[config.mk]
export PLATFORM = sky130hd
export DESIGN_NAME = frame_sequencer_flat
export DESIGN_NICKNAME = d
export VERILOG_FILES = /design/src/rtl/frame_sequencer_if.sv /design/src/rtl/frame_sequencer.sv /design/src/flat_wrapper.sv
export SDC_FILE = /design/constraint.sdc
export NUM_CORES = 1
export LEC_CHECK = 0
export CAP_MARGIN = 40
export CORE_MARGIN = 2
export CORE_UTILIZATION = 35
export CTS_CLUSTER_SIZE = 28
export DETAILED_ROUTE_END_ITERATION = 7
export GPL_TIMING_DRIVEN = 1
export HOLD_SLACK_MARGIN = 0.03
export PLACE_DENSITY = 0.6
export SLEW_MARGIN = 20
export SYNTH_ARGS = -nofsm -noshare
export SYNTH_HDL_FRONTEND = slang
export SYNTH_SLANG_ARGS = --single-unit
[constraint.sdc]
create_clock -name clk -period 4.7 [get_ports clk]
set_input_delay 0.705 -clock clk [delete_from_list [all_inputs] [get_ports clk]]
set_output_delay 0.705 -clock clk [all_outputs]
set_load 0.02 [all_outputs]
[src/rtl/frame_sequencer_if.sv]
// Sample path between the framer, the frame sequencer and the FFT engine.
// The master side is the sequencer: it accepts samples on s_* and presents
// framed samples on m_*. The slave side is the surrounding framer/FFT pair.
interface frame_sequencer_if #(
  parameter int WIDTH = 16,
  parameter int AW    = 9
);
  // upstream sample stream
  logic [WIDTH-1:0] s_data;
  logic             s_valid;
  logic             s_ready;

  // framed stream towards the FFT
  logic [WIDTH-1:0] m_data;
  logic             m_valid;
  logic             m_ready;
  logic             m_first;
  logic             m_last;
  logic [AW-1:0]    win_addr;

  modport master (
    input  s_data, s_valid, m_ready,
    output s_ready, m_data, m_valid, m_first, m_last, win_addr
  );

  modport slave (
    output s_data, s_valid, m_ready,
    input  s_ready, m_data, m_valid, m_first, m_last, win_addr
  );
endinterface

[src/rtl/frame_sequencer.sv]
// Frame sequencer: cuts the framer's sample stream into FRAME_LEN-sample
// frames (first/last flags plus window-ROM index) and holds the next frame
// until the FFT reports completion of the current one. One frame in flight.
module frame_sequencer #(
  parameter int FRAME_LEN = 512,
  parameter int WIDTH     = 16,
  parameter int AW        = $clog2(FRAME_LEN)
) (
  input  logic              clk,
  input  logic              reset,
  input  logic              enable,
  input  logic              fft_done,
  frame_sequencer_if.master bus,
  output logic              busy,
  output logic [15:0]       frame_count,
  output logic              err
);

  localparam logic [AW-1:0] LAST_IDX = AW'(FRAME_LEN - 1);

  typedef enum logic [1:0] {IDLE, STREAM, WAIT_DONE} state_t;

  state_t           state;
  logic [AW-1:0]    idx;
  logic             done_pend;

  logic [WIDTH-1:0] m_data;
  logic             m_valid;
  logic             m_first;
  logic             m_last;
  logic [AW-1:0]    win_addr;

  logic             s_ready;
  logic             accept;
  logic             done_seen;

  // Single output register, no skid: take a new sample only when the slot is
  // empty or being drained this cycle. No dependency on s_valid.
  always_comb begin
    s_ready   = (state == STREAM) && (!m_valid || bus.m_ready);
    accept    = s_ready && bus.s_valid;
    done_seen = fft_done || done_pend;
  end

  assign bus.s_ready  = s_ready;
  assign bus.m_data   = m_data;
  assign bus.m_valid  = m_valid;
  assign bus.m_first  = m_first;
  assign bus.m_last   = m_last;
  assign bus.win_addr = win_addr;

  // busy decodes the state register only, so it cannot glitch
  assign busy = (state != IDLE);

  // Sequencing FSM together with the output register, frame counter and error flag
  always_ff @(posedge clk or posedge reset) begin
    if (reset) begin
      state       <= IDLE;
      idx         <= '0;
      done_pend   <= 1'b0;
      m_data      <= '0;
      m_valid     <= 1'b0;
      m_first     <= 1'b0;
      m_last      <= 1'b0;
      win_addr    <= '0;
      frame_count <= '0;
      err         <= 1'b0;
    end else begin
      // Output register: load on accept, otherwise drop valid once taken.
      // Data and side-band fields keep their last value when not reloaded.
      if (accept) begin
        m_data   <= bus.s_data;
        win_addr <= idx;
        m_first  <= (idx == '0);
        m_last   <= (idx == LAST_IDX);
        m_valid  <= 1'b1;
      end else if (m_valid && bus.m_ready) begin
        m_valid  <= 1'b0;
      end

      case (state)
        IDLE: begin
          // a completion with no frame outstanding is a protocol error
          if (fft_done) err <= 1'b1;
          if (enable) begin
            state <= STREAM;
            idx   <= '0;
          end
        end

        STREAM: begin
          // enable is deliberately not looked at here: frames are never cut short
          if (fft_done) err <= 1'b1;
          if (accept) begin
            if (idx == LAST_IDX) begin
              state <= WAIT_DONE;
              idx   <= '0;
            end else begin
              idx <= idx + AW'(1);
            end
          end
        end

        WAIT_DONE: begin
          if (done_seen && !m_valid) begin
            frame_count <= frame_count + 16'd1;
            done_pend   <= 1'b0;
            state       <= enable ? STREAM : IDLE;
          end else if (fft_done) begin
            // FFT claims completion while the last sample still sits in the
            // output register: remember it, finish once the register drains
            done_pend <= 1'b1;
            err       <= 1'b1;
          end
        end

        default: state <= IDLE;
      endcase
    end
  end

endmodule

[src/flat_wrapper.sv]
// flat-port wrapper written by rule: the top's interface ports become plain ports
module frame_sequencer_flat 
#(
  parameter int FRAME_LEN = 512,
  parameter int WIDTH     = 16,
  parameter int AW        = $clog2(FRAME_LEN)
)
  (clk, reset, enable, fft_done, busy, frame_count, err, bus_s_data, bus_s_valid, bus_m_ready, bus_s_ready, bus_m_data, bus_m_valid, bus_m_first, bus_m_last, bus_win_addr);
  frame_sequencer_if #(.WIDTH(WIDTH), .AW(AW)) bus_i ();
  input  logic clk;
  input  logic reset;
  input  logic enable;
  input  logic fft_done;
  output logic busy;
  output logic [15:0] frame_count;
  output logic err;
  input wire logic [$bits(bus_i.s_data)-1:0] bus_s_data;
  input wire logic [$bits(bus_i.s_valid)-1:0] bus_s_valid;
  input wire logic [$bits(bus_i.m_ready)-1:0] bus_m_ready;
  output wire logic [$bits(bus_i.s_ready)-1:0] bus_s_ready;
  output wire logic [$bits(bus_i.m_data)-1:0] bus_m_data;
  output wire logic [$bits(bus_i.m_valid)-1:0] bus_m_valid;
  output wire logic [$bits(bus_i.m_first)-1:0] bus_m_first;
  output wire logic [$bits(bus_i.m_last)-1:0] bus_m_last;
  output wire logic [$bits(bus_i.win_addr)-1:0] bus_win_addr;
  assign bus_i.s_data = bus_s_data;
  assign bus_i.s_valid = bus_s_valid;
  assign bus_i.m_ready = bus_m_ready;
  assign bus_s_ready = bus_i.s_ready;
  assign bus_m_data = bus_i.m_data;
  assign bus_m_valid = bus_i.m_valid;
  assign bus_m_first = bus_i.m_first;
  assign bus_m_last = bus_i.m_last;
  assign bus_win_addr = bus_i.win_addr;
  frame_sequencer #(.FRAME_LEN(FRAME_LEN), .WIDTH(WIDTH), .AW(AW)) u_core (.clk(clk), .reset(reset), .enable(enable), .fft_done(fft_done), .bus(bus_i), .busy(busy), .frame_count(frame_count), .err(err));
endmodule
==> results of run 1 <==
-- layout make-up --
cell class / count / share of cell area, %
multi-input cells: 134 / 28.27
inverters: 8 / 0.8599
flip-flops and latches: 57 / 40.85
clock inverters: 2 / 1.003
well taps: 96 / 3.440
clock buffers: 14 / 4.944
repair buffers: 72 / 20.64
-- per-layer routing --
layer  global-route usage (%)  wire length [µm]
met2                    23.28              2506
met4                    5.734               110
met5                        0                 0
met1                    19.59              2389
met3                    5.938               265
-- placed cells by master, fill, tap and decap left out, types with 3 or more instances in the layout --
| cell type | instances |
|---|---|
| sky130_fd_sc_hd__nand3_1 | 8 |
| sky130_fd_sc_hd__dfrtp_1 | 57 |
| sky130_fd_sc_hd__mux2_2 | 24 |
| sky130_fd_sc_hd__a21oi_1 | 8 |
| sky130_fd_sc_hd__o31ai_1 | 4 |
| sky130_fd_sc_hd__o21ai_0 | 11 |
| sky130_fd_sc_hd__xnor2_1 | 11 |
| sky130_fd_sc_hd__xor2_1 | 4 |
| sky130_fd_sc_hd__clkdlybuf4s50_1 | 68 |
| sky130_fd_sc_hd__clkbuf_8 | 12 |
| sky130_fd_sc_hd__nand2b_1 | 4 |
| sky130_fd_sc_hd__nand4_1 | 6 |
| sky130_fd_sc_hd__inv_1 | 7 |
| sky130_fd_sc_hd__nand2_1 | 15 |
| sky130_fd_sc_hd__ha_1 | 4 |
| sky130_fd_sc_hd__nor2_1 | 3 |
| sky130_fd_sc_hd__or4_1 | 4 |
| sky130_fd_sc_hd__a21o_1 | 3 |
| sky130_fd_sc_hd__nor3_1 | 3 |
-- power groups by stage --
stage          Sequential [mW]  Clock, mW  Combinational [mW]
2_1_floorplan            0.700          0               0.136
3_3_place_gp             0.643          0               0.363
3_5_place_dp             0.647          0               0.369
4_1_cts                  0.638      0.487               0.370
5_1_grt                  0.653      0.512               0.398
6_report                 0.638      0.473               0.363
-- worst reg2reg max path: stages, from the launching register on --
cell	delay, ns
sky130_fd_sc_hd__dfrtp_1	0.53
sky130_fd_sc_hd__and2b_1	0.33
sky130_fd_sc_hd__nand3_1	0.10
sky130_fd_sc_hd__buf_4	0.26
sky130_fd_sc_hd__o22ai_1	0.50
sky130_fd_sc_hd__a21oi_1	0.09
-- final timing paths --
path                            startpoint                     to  cells after the start
setup / recovery               bus_m_ready            bus_s_ready                      4
hold / removal                  u_core.err             u_core.err                      1
setup reg to reg           u_core.state[1]          u_core.idx[4]                      5
hold reg to reg                 u_core.err             u_core.err                      1
max in group asynchronous            reset      u_core.bus.m_last                      3
min in group asynchronous            reset  u_core.frame_count[8]                      2
-- metrics by stage --
step | util (%) | cell area (µm²) | std cells | hold WS [ns] | setup WS, ns
after CTS | 51.40 | 3492 | 383 | 0.4788 | 1.957
final | 51.40 | 3492 | 383 | 0.4685 | 1.958
after global routing | 51.40 | 3492 | 383 | 0.4943 | 1.867
after floorplan | - | 2466 | 204 | 0.4916 | 2.595
after detailed placement | 48.34 | 3284 | 367 | 0.4643 | 1.955
after global placement | 47.97 | 3259 | 365 | 0.4425 | 1.957
-- logic make-up (layout without fill, tap and decap cells) --
group                    Yosys count  count (layout)  share of synthesized area, %
AO/OA/AOI/OAI                     30              30                         7.154
XOR/XNOR                          15              15                         5.327
adder cells (fa/ha/maj)            4               4                         2.030
buffers and inverters             13              96                         2.131
flip-flops                        57              57                         57.84
multiplexers                      24              24                         10.96
AND/OR/NAND/NOR                   61              61                         14.56
-- state kept, by name, summed over array words and instances, names as in the netlist --
name,cells
u_core.bus.m_data,16
u_core.bus.m_last,1
u_core.err,1
u_core.idx,9
u_core.bus.win_addr,9
u_core.bus.m_first,1
u_core.done_pend,1
u_core.state,2
u_core.frame_count,16
u_core.bus.m_valid,1
==> results by stage, run 1 <==
Detailed routing:
- Before antenna repair, the detailed router went through 4 iterations.
- In this run the remaining antenna-violating nets after routing total 0.
- The DRC violation count after routing is 0.
- The number of DRC markers after the initial detailed-route iteration is 86.
- The detailed-route wire length per cell is 13.76 µm.
- The total length of routed wires is 5271 µm.
- The via count is 1848.
- Dividing the detail-routed via count by the number of cells gives roughly 4.8.

CTS:
- Clock tree synthesis selected as its root buffer the cell sky130_fd_sc_hd__clkbuf_8.
- The hold buffer count at cts is 0.
- The quantity of gates resized following cts is 0.
- At the later pin of the worst-skew pair, clock insertion delay measures 0.33 ns.
- Buffers inserted during clock tree synthesis total 9.
- The total number of clock tree sinks is 57.
- The total setup buffers inserted after CTS is 0.
- The TritonCTS clock tree is yes.
- The maximum clock path buffer count is 2.
- The clock-pin slew reported for the worst setup and hold paths after clock tree synthesis is 0.06 ns.
- The H-tree level count is 3.

Synth:
- The instance count of the mapped netlist is around 200.
- The number of nets handed over by synthesis was between 200 and 250.
- Ranked by instance count, the synthesized netlist is headed by sky130_fd_sc_hd__dfrtp_1 (57), sky130_fd_sc_hd__mux2_2 (24), sky130_fd_sc_hd__nand2_1 (15), sky130_fd_sc_hd__o21ai_0 (11), sky130_fd_sc_hd__xnor2_1 (11).
- Sequential elements use between 50 and 60% of the synthesized area.
- The post-synthesis cell type count is 36.
- The share of async-settable or async-resettable flops after synthesis is 100.0%.
- The average instance in the mapped netlist occupies 12.09 µm².
- The top flip-flop cell by instance count after synthesis is sky130_fd_sc_hd__dfrtp_1.
- The fraction of post-synthesis cell area in the top cell type by area is 57.84%.
- In this run, synthesis inferred 0 flip-flops with an integrated enable.
- The synthesized design contains 57 register bits.
- The number of warning messages in the yosys log is 0.
- The largest area contributor in the netlist is sky130_fd_sc_hd__dfrtp_1.
- After synthesis the cells add up to 2466 µm².
- Ranked by total cell area, the synthesized netlist is headed by sky130_fd_sc_hd__dfrtp_1 (58%), sky130_fd_sc_hd__mux2_2 (11%), sky130_fd_sc_hd__xnor2_1 (3.9%), sky130_fd_sc_hd__nand2_1 (2.3%), sky130_fd_sc_hd__o21ai_0 (2.2%).
- sky130_fd_sc_hd__dfrtp_1 is the most common cell in the netlist.

Job:
- Max-cap violations in this run came to 0.

Outcome:
- The flow ran to the end, and the final reports show no timing, DRC or antenna violations.

Floorplan:
- Measured along the x axis, the die boundary spans 87.94 µm.
- The die covers 7733 µm².
- Measured along the y axis, the die boundary spans 87.94 µm.
- The floorplan has 30 rows.
- The effective utilization at floorplan is 36.30%.
- The floorplan step defined a core boundary enclosing 6794 µm².
- During I/O placement, the number of pins put on the boundary was 69.

Global route:
- Entering global routing, the biggest net connects 35 pins.
- The number of antenna violations at the first check in global routing is 0.
- The first global-routing pass estimated 8935 µm of wire.
- Global routing finished with a remaining overflow of 0.
- The number of global-route vias before repair is 1873.
- Global routing consumed, over all layers together, 15.22% of the routing resources.

STA:
- The final sum of negative setup slack is 0 ns.
- Setup repair after global routing left no endpoint under its margin.
- The measured slew at the worst slew-check pin is between 0.6 and 0.7 ns.
- The highest attainable clock frequency is 364.7 MHz.
- The final max-slew violation count was 0.
- The relative max-transition margin is 58.80%.
- The period utilization is 58.34%.
- Setup violations remaining at the end of the flow were counted as 0.
- The time the final worst path needs with I/O delays and setup is 2.742 ns.
- For the final database, setup skew stands at roughly 0.0047 ns.
- The count of endpoints failing hold in the final timing report is 0.

Cells and area:
- The area growth from synthesis to layout is 41.60%.
- The area used by multi-input combinational logic is between 900 and 1000 µm².
- The sequential cells in the finished layout cover a total of roughly 1400 µm².
- The count of fill cells added during filler insertion is ~630.
- The final-stage net count is 308.
- Cells with a size suffix above 1 make up 16.38% of the layout.
- The total inserted antenna cells is 0.

Power:
- The clock network is responsible for 32.1% of the overall power.
- Internal power comes to between 1 and 1.5 mW.
- The total power density per cell area is roughly 420 nW/µm².
- The worst-case IR drop observed on VDD is around 0.00019 V.
- For this design the static power due to leakage is 1.473 nW.
- Of the total power, combinational logic draws 24.7%.
- The power consumption is 1.474 mW.
- The share of power burned in registers is between 40% and 50%.
- The share of total power consumed by net switching is ~29%.
- The switching power is 425.5 µW.

Setup path:
- The number of buffers and inverters on the critical path is 2.
- The signal arrival time at the worst endpoint is 2.04 ns.
- The worst setup path is launched from an input pin.
- The setup slack of the worst register-to-register path is between 2 and 3 ns.
- The maximum fanout encountered on the critical timing path is 4.
- The worst setup path is captured at a primary output.
- The cell repeated most along the worst path is sky130_fd_sc_hd__clkdlybuf4s50_1.
- On the critical path the largest part of the delay comes from buffers and inverters.
- For this design, the slowest cell found on the critical path is sky130_fd_sc_hd__clkdlybuf4s50_1.
- The setup path with the least slack is of type input pin to primary output.
- The endpoint required time on the critical path is 3.99 ns.
- The maximum cell stage delay along the critical path is approximately 0.6 ns.
- The signal on the critical path passes through clkdlybuf4s50_1 -> nand2b_1 -> and2_1 -> clkdlybuf4s50_1.

Placed design:
- In this run the tool buffered the top-level ports with between 60 and 70 buffer cells.
- The half-perimeter wire length after placement is 3645 µm.
- The congestion estimate from routability-driven global placement came to 0.7519.

Worst hold path:
- The worst min-delay path category is flop to flop.
No activity file was read; power rests on OpenSTA's default activity.
==> run 2, diff against run 1 <==
--- a/config.mk
+++ b/config.mk
@@ -12,7 +12,7 @@
 export DETAILED_ROUTE_END_ITERATION = 7
 export GPL_TIMING_DRIVEN = 1
 export HOLD_SLACK_MARGIN = 0.03
-export PLACE_DENSITY = 0.6
+export PLACE_DENSITY = 0.62
 export SLEW_MARGIN = 20
 export SYNTH_ARGS = -nofsm -noshare
 export SYNTH_HDL_FRONTEND = slang
==> constraint.sdc (replaced) <==
create_clock -name clk -period 2.25 [get_ports clk]
set_input_delay 0.3375 -clock clk [delete_from_list [all_inputs] [get_ports clk]]
set_output_delay 0.3375 -clock clk [all_outputs]
set_load 0.02 [all_outputs]
==> results by stage, run 2 (synthesized netlist as in run 1, its figures left out) <==
Setup path:
- The kind of start point of the critical path is a flop (was input pin).
- Cell chain of the critical path: buf_4 -> or2_2 -> clkdlybuf4s50_1 (was clkdlybuf4s50_1 -> nand2b_1 -> and2_1 -> clkdlybuf4s50_1).
- The signal arrival time at the worst endpoint is 1.79 ns (was 2.04 ns).
- The maximum fanout encountered on the critical timing path is 9 (was 4).
- The maximum cell stage delay along the critical path is 0.54 ns (was 0.60 ns).
- The endpoint kind of the worst setup timing path is a primary output (unchanged).
- The endpoint required time on the critical path came to 1.91 ns (was 3.99 ns).
- The slowest cell on the critical path is sky130_fd_sc_hd__clkdlybuf4s50_1 (unchanged).
- The category of the critical setup timing path is flop to primary output (was input pin to primary output).

Floorplan:
- The effective utilization at floorplan is 36.30% (unchanged).
- The total number of placement rows came to 30 (unchanged).
- The die width was 87.94 µm (unchanged).
- The core area is 6794 µm² (unchanged).
- The I/O pin count is 69 (unchanged).
- The die outline area is 7733 µm² (unchanged).
- The die extent in y is 87.94 µm (unchanged).

Cells and area:
- Most frequent cells in the layout: sky130_fd_sc_hd__clkdlybuf4s50_1 (68), sky130_fd_sc_hd__dfrtp_1 (57), sky130_fd_sc_hd__mux2_2 (24) (unchanged).
- The area growth from synthesis to layout is 41.76% (was 41.60%).
- The count of fill cells added during filler insertion is 631 (was 626).
- Largest registers ranked by flip-flop count: u_core.bus.m_data (16), u_core.frame_count (16) (unchanged).
- The fraction of final layout cells with drive strength greater than 1 came to 16.32% (was 16.38%).
- The final instance area is 3496 µm² (was 3492 µm²).
- The final instance count without filler cells is 384 (was 383).
- The final-stage net count is 309 (was 308).
- The most common cell after layout, fill and taps aside is sky130_fd_sc_hd__clkdlybuf4s50_1 (unchanged).
- The total inserted antenna cells is 0 (unchanged).

STA:
- The relative max-transition margin is 58.91% (was 58.80%).
- The clock skew after layout was 0.006737 ns (was 0.004733 ns).
- The measured slew at the worst slew-check pin is 0.6151 ns (was 0.6168 ns).
- The worst path uses 94.74% of the clock period.
- The highest attainable clock frequency is 469.1 MHz.
- The final sum of negative setup slack is 0 ns (unchanged).
- The setup-violating endpoint count in the final report is 0 (unchanged).
- The count of endpoints failing hold in the final timing report was 0 (unchanged).
- The worst hold margin is 0.3139 ns (was 0.4685 ns).
- The time the final worst path needs with I/O delays and setup is 2.132 ns.
- Setup repair after global routing missed its margin: no (unchanged).
- The final max-slew violation count is 0 (unchanged).

Global route:
- The pin count of the biggest net entering global routing is 41 (was 35).
- The number of global-route vias before repair is 1934 (was 1873).
- The number of antenna violations at the first check in global routing is 0 (unchanged).
- The global routing usage summed across all routing layers is 14.70% (was 15.22%).
- The aggregate global routing overflow is 0 (unchanged).
- The wire length of the first global-routing pass is 8742 µm (was 8935 µm).

Placed design:
- The total cell area at the placement stage was 3307 µm² (was 3284 µm²).
- The quantity of I/O buffers inserted on ports came to 68 (unchanged).
- The routability congestion estimate is 0.7489 (was 0.7519).
- The cell total after placement was 368 (was 367).
- The half-perimeter wire length after placement is 3626 µm (was 3645 µm).

Job:
- The number of max-capacitance violations reported is 0 (unchanged).

CTS:
- The quantity of gates resized following cts came to 0 (unchanged).
- The TritonCTS clock tree is yes (unchanged).
- The total number of clock tree sinks is 57 (unchanged).
- The root buffer cell is sky130_fd_sc_hd__clkbuf_8 (unchanged).
- The maximum clock path buffer count came to 2 (unchanged).
- The clock buffer count from CTS was 9 (unchanged).
- The H-tree level count was 3 (unchanged).
- The clock latency on the worst-skew pair was 0.33 ns (about the same).
- The clock-pin slew reported for the worst setup and hold paths after clock tree synthesis is 0.06 ns (about the same).
- The hold buffer count at cts is 0 (unchanged).
- The total setup buffers inserted after CTS is 0 (unchanged).

Power:
- The total power density per cell area was 860.5 nW/µm² (was 422.0 nW/µm²).
- The clock network fraction of total power is 30.7% (was 32.1%).
- The share of total power consumed by net switching came to 29.16% (was 28.87%).
- The internal portion of total power is 2.131 mW (was 1.048 mW).
- The largest vdd supply drop is 0.0003717 V (was 0.0001876 V).
- The switching power is 877.1 µW (was 425.5 µW).
- The share of power burned in registers was 44.1% (was 43.3%).
- The static leakage is 1.476 nW (was 1.473 nW).
- The power share of the combinational group is 25.1% (was 24.7%).

Outcome:
- Outcome: complete, no violations (unchanged).

Detailed routing:
- The number of DRC markers after the initial detailed-route iteration was 37 (was 86).
- The total length of routed wires came to 5144 µm (was 5271 µm).
- The via count is 1842 (was 1848).
- The number of vias per cell was 4.797 (was 4.825).
- The count of TritonRoute iterations in the first routing pass is 4 (unchanged).
- The detailed-route wire length per cell is 13.40 µm (was 13.76 µm).
- The DRC violation count after routing was 0 (unchanged).
- The post-route antenna net violation count is 0 (unchanged).

Worst hold path:
- The worst min-delay path category was input pin to asynchronous set/reset pin (was flop to flop).
-- run 2: through the flow --
stage                     worst slack, ns  power (mW)  util, %
final                              0.1185       3.008    51.45
after global routing              0.05216       3.190    51.45
after CTS                          0.1052       3.055    51.45
after detailed placement           0.2377       2.115    48.67
after global placement             0.2583       2.101    48.67
after floorplan                    0.5129       1.748        -
-- run 2: layout make-up --
class | instances | area (µm²) | area share (%)
Clock buffer | 13 | 148.9 | 4.259
Sequential cell | 57 | 1426 | 40.80
Timing Repair Buffer | 73 | 743.2 | 21.26
Tap cell | 96 | 120.1 | 3.436
Multi-Input combinational cell | 134 | 987.2 | 28.24
Inverter | 8 | 30.03 | 0.8590
Clock inverter | 3 | 40.04 | 1.145
-- run 2: metal layers --
metal,share of wire (%),track usage (%)
met3,4.3,3.864
met4,2.1,7.273
met5,0,0
met1,47,18.60
met2,46,23.35
-- run 2: worst paths after layout --
kind	start	endpoint	slack, ns	cells after the start
worst max-delay path	u_core.state[1]	busy	0.12	3
worst min-delay path	reset	u_core.frame_count[14]	0.31	2
worst max register to register	u_core.idx[0]	u_core.idx[4]	0.54	7
worst min register to register	u_core.err	u_core.err	0.45	1
max in group asynchronous	reset	u_core.frame_count[3]	1.40	3
min in group clk	u_core.err	u_core.err	0.45	1
-- run 2: power by group through the flow --
stage / clock network [mW] / registers [mW] / logic (mW)
after detailed placement: 0 / 1.35 / 0.767
after global placement: 0 / 1.34 / 0.760
after floorplan: 0 / 1.46 / 0.285
after CTS: 0.955 / 1.33 / 0.770
after global routing: 1.00 / 1.36 / 0.829
final: 0.925 / 1.33 / 0.756
-- run 2: worst max-delay path: cells and delay by family, from the launching register on --
kind,cells,cell delay (ns)
and+or+nand+nor,1,0.29
DFF,1,0.44
buffers and inverters,2,0.73
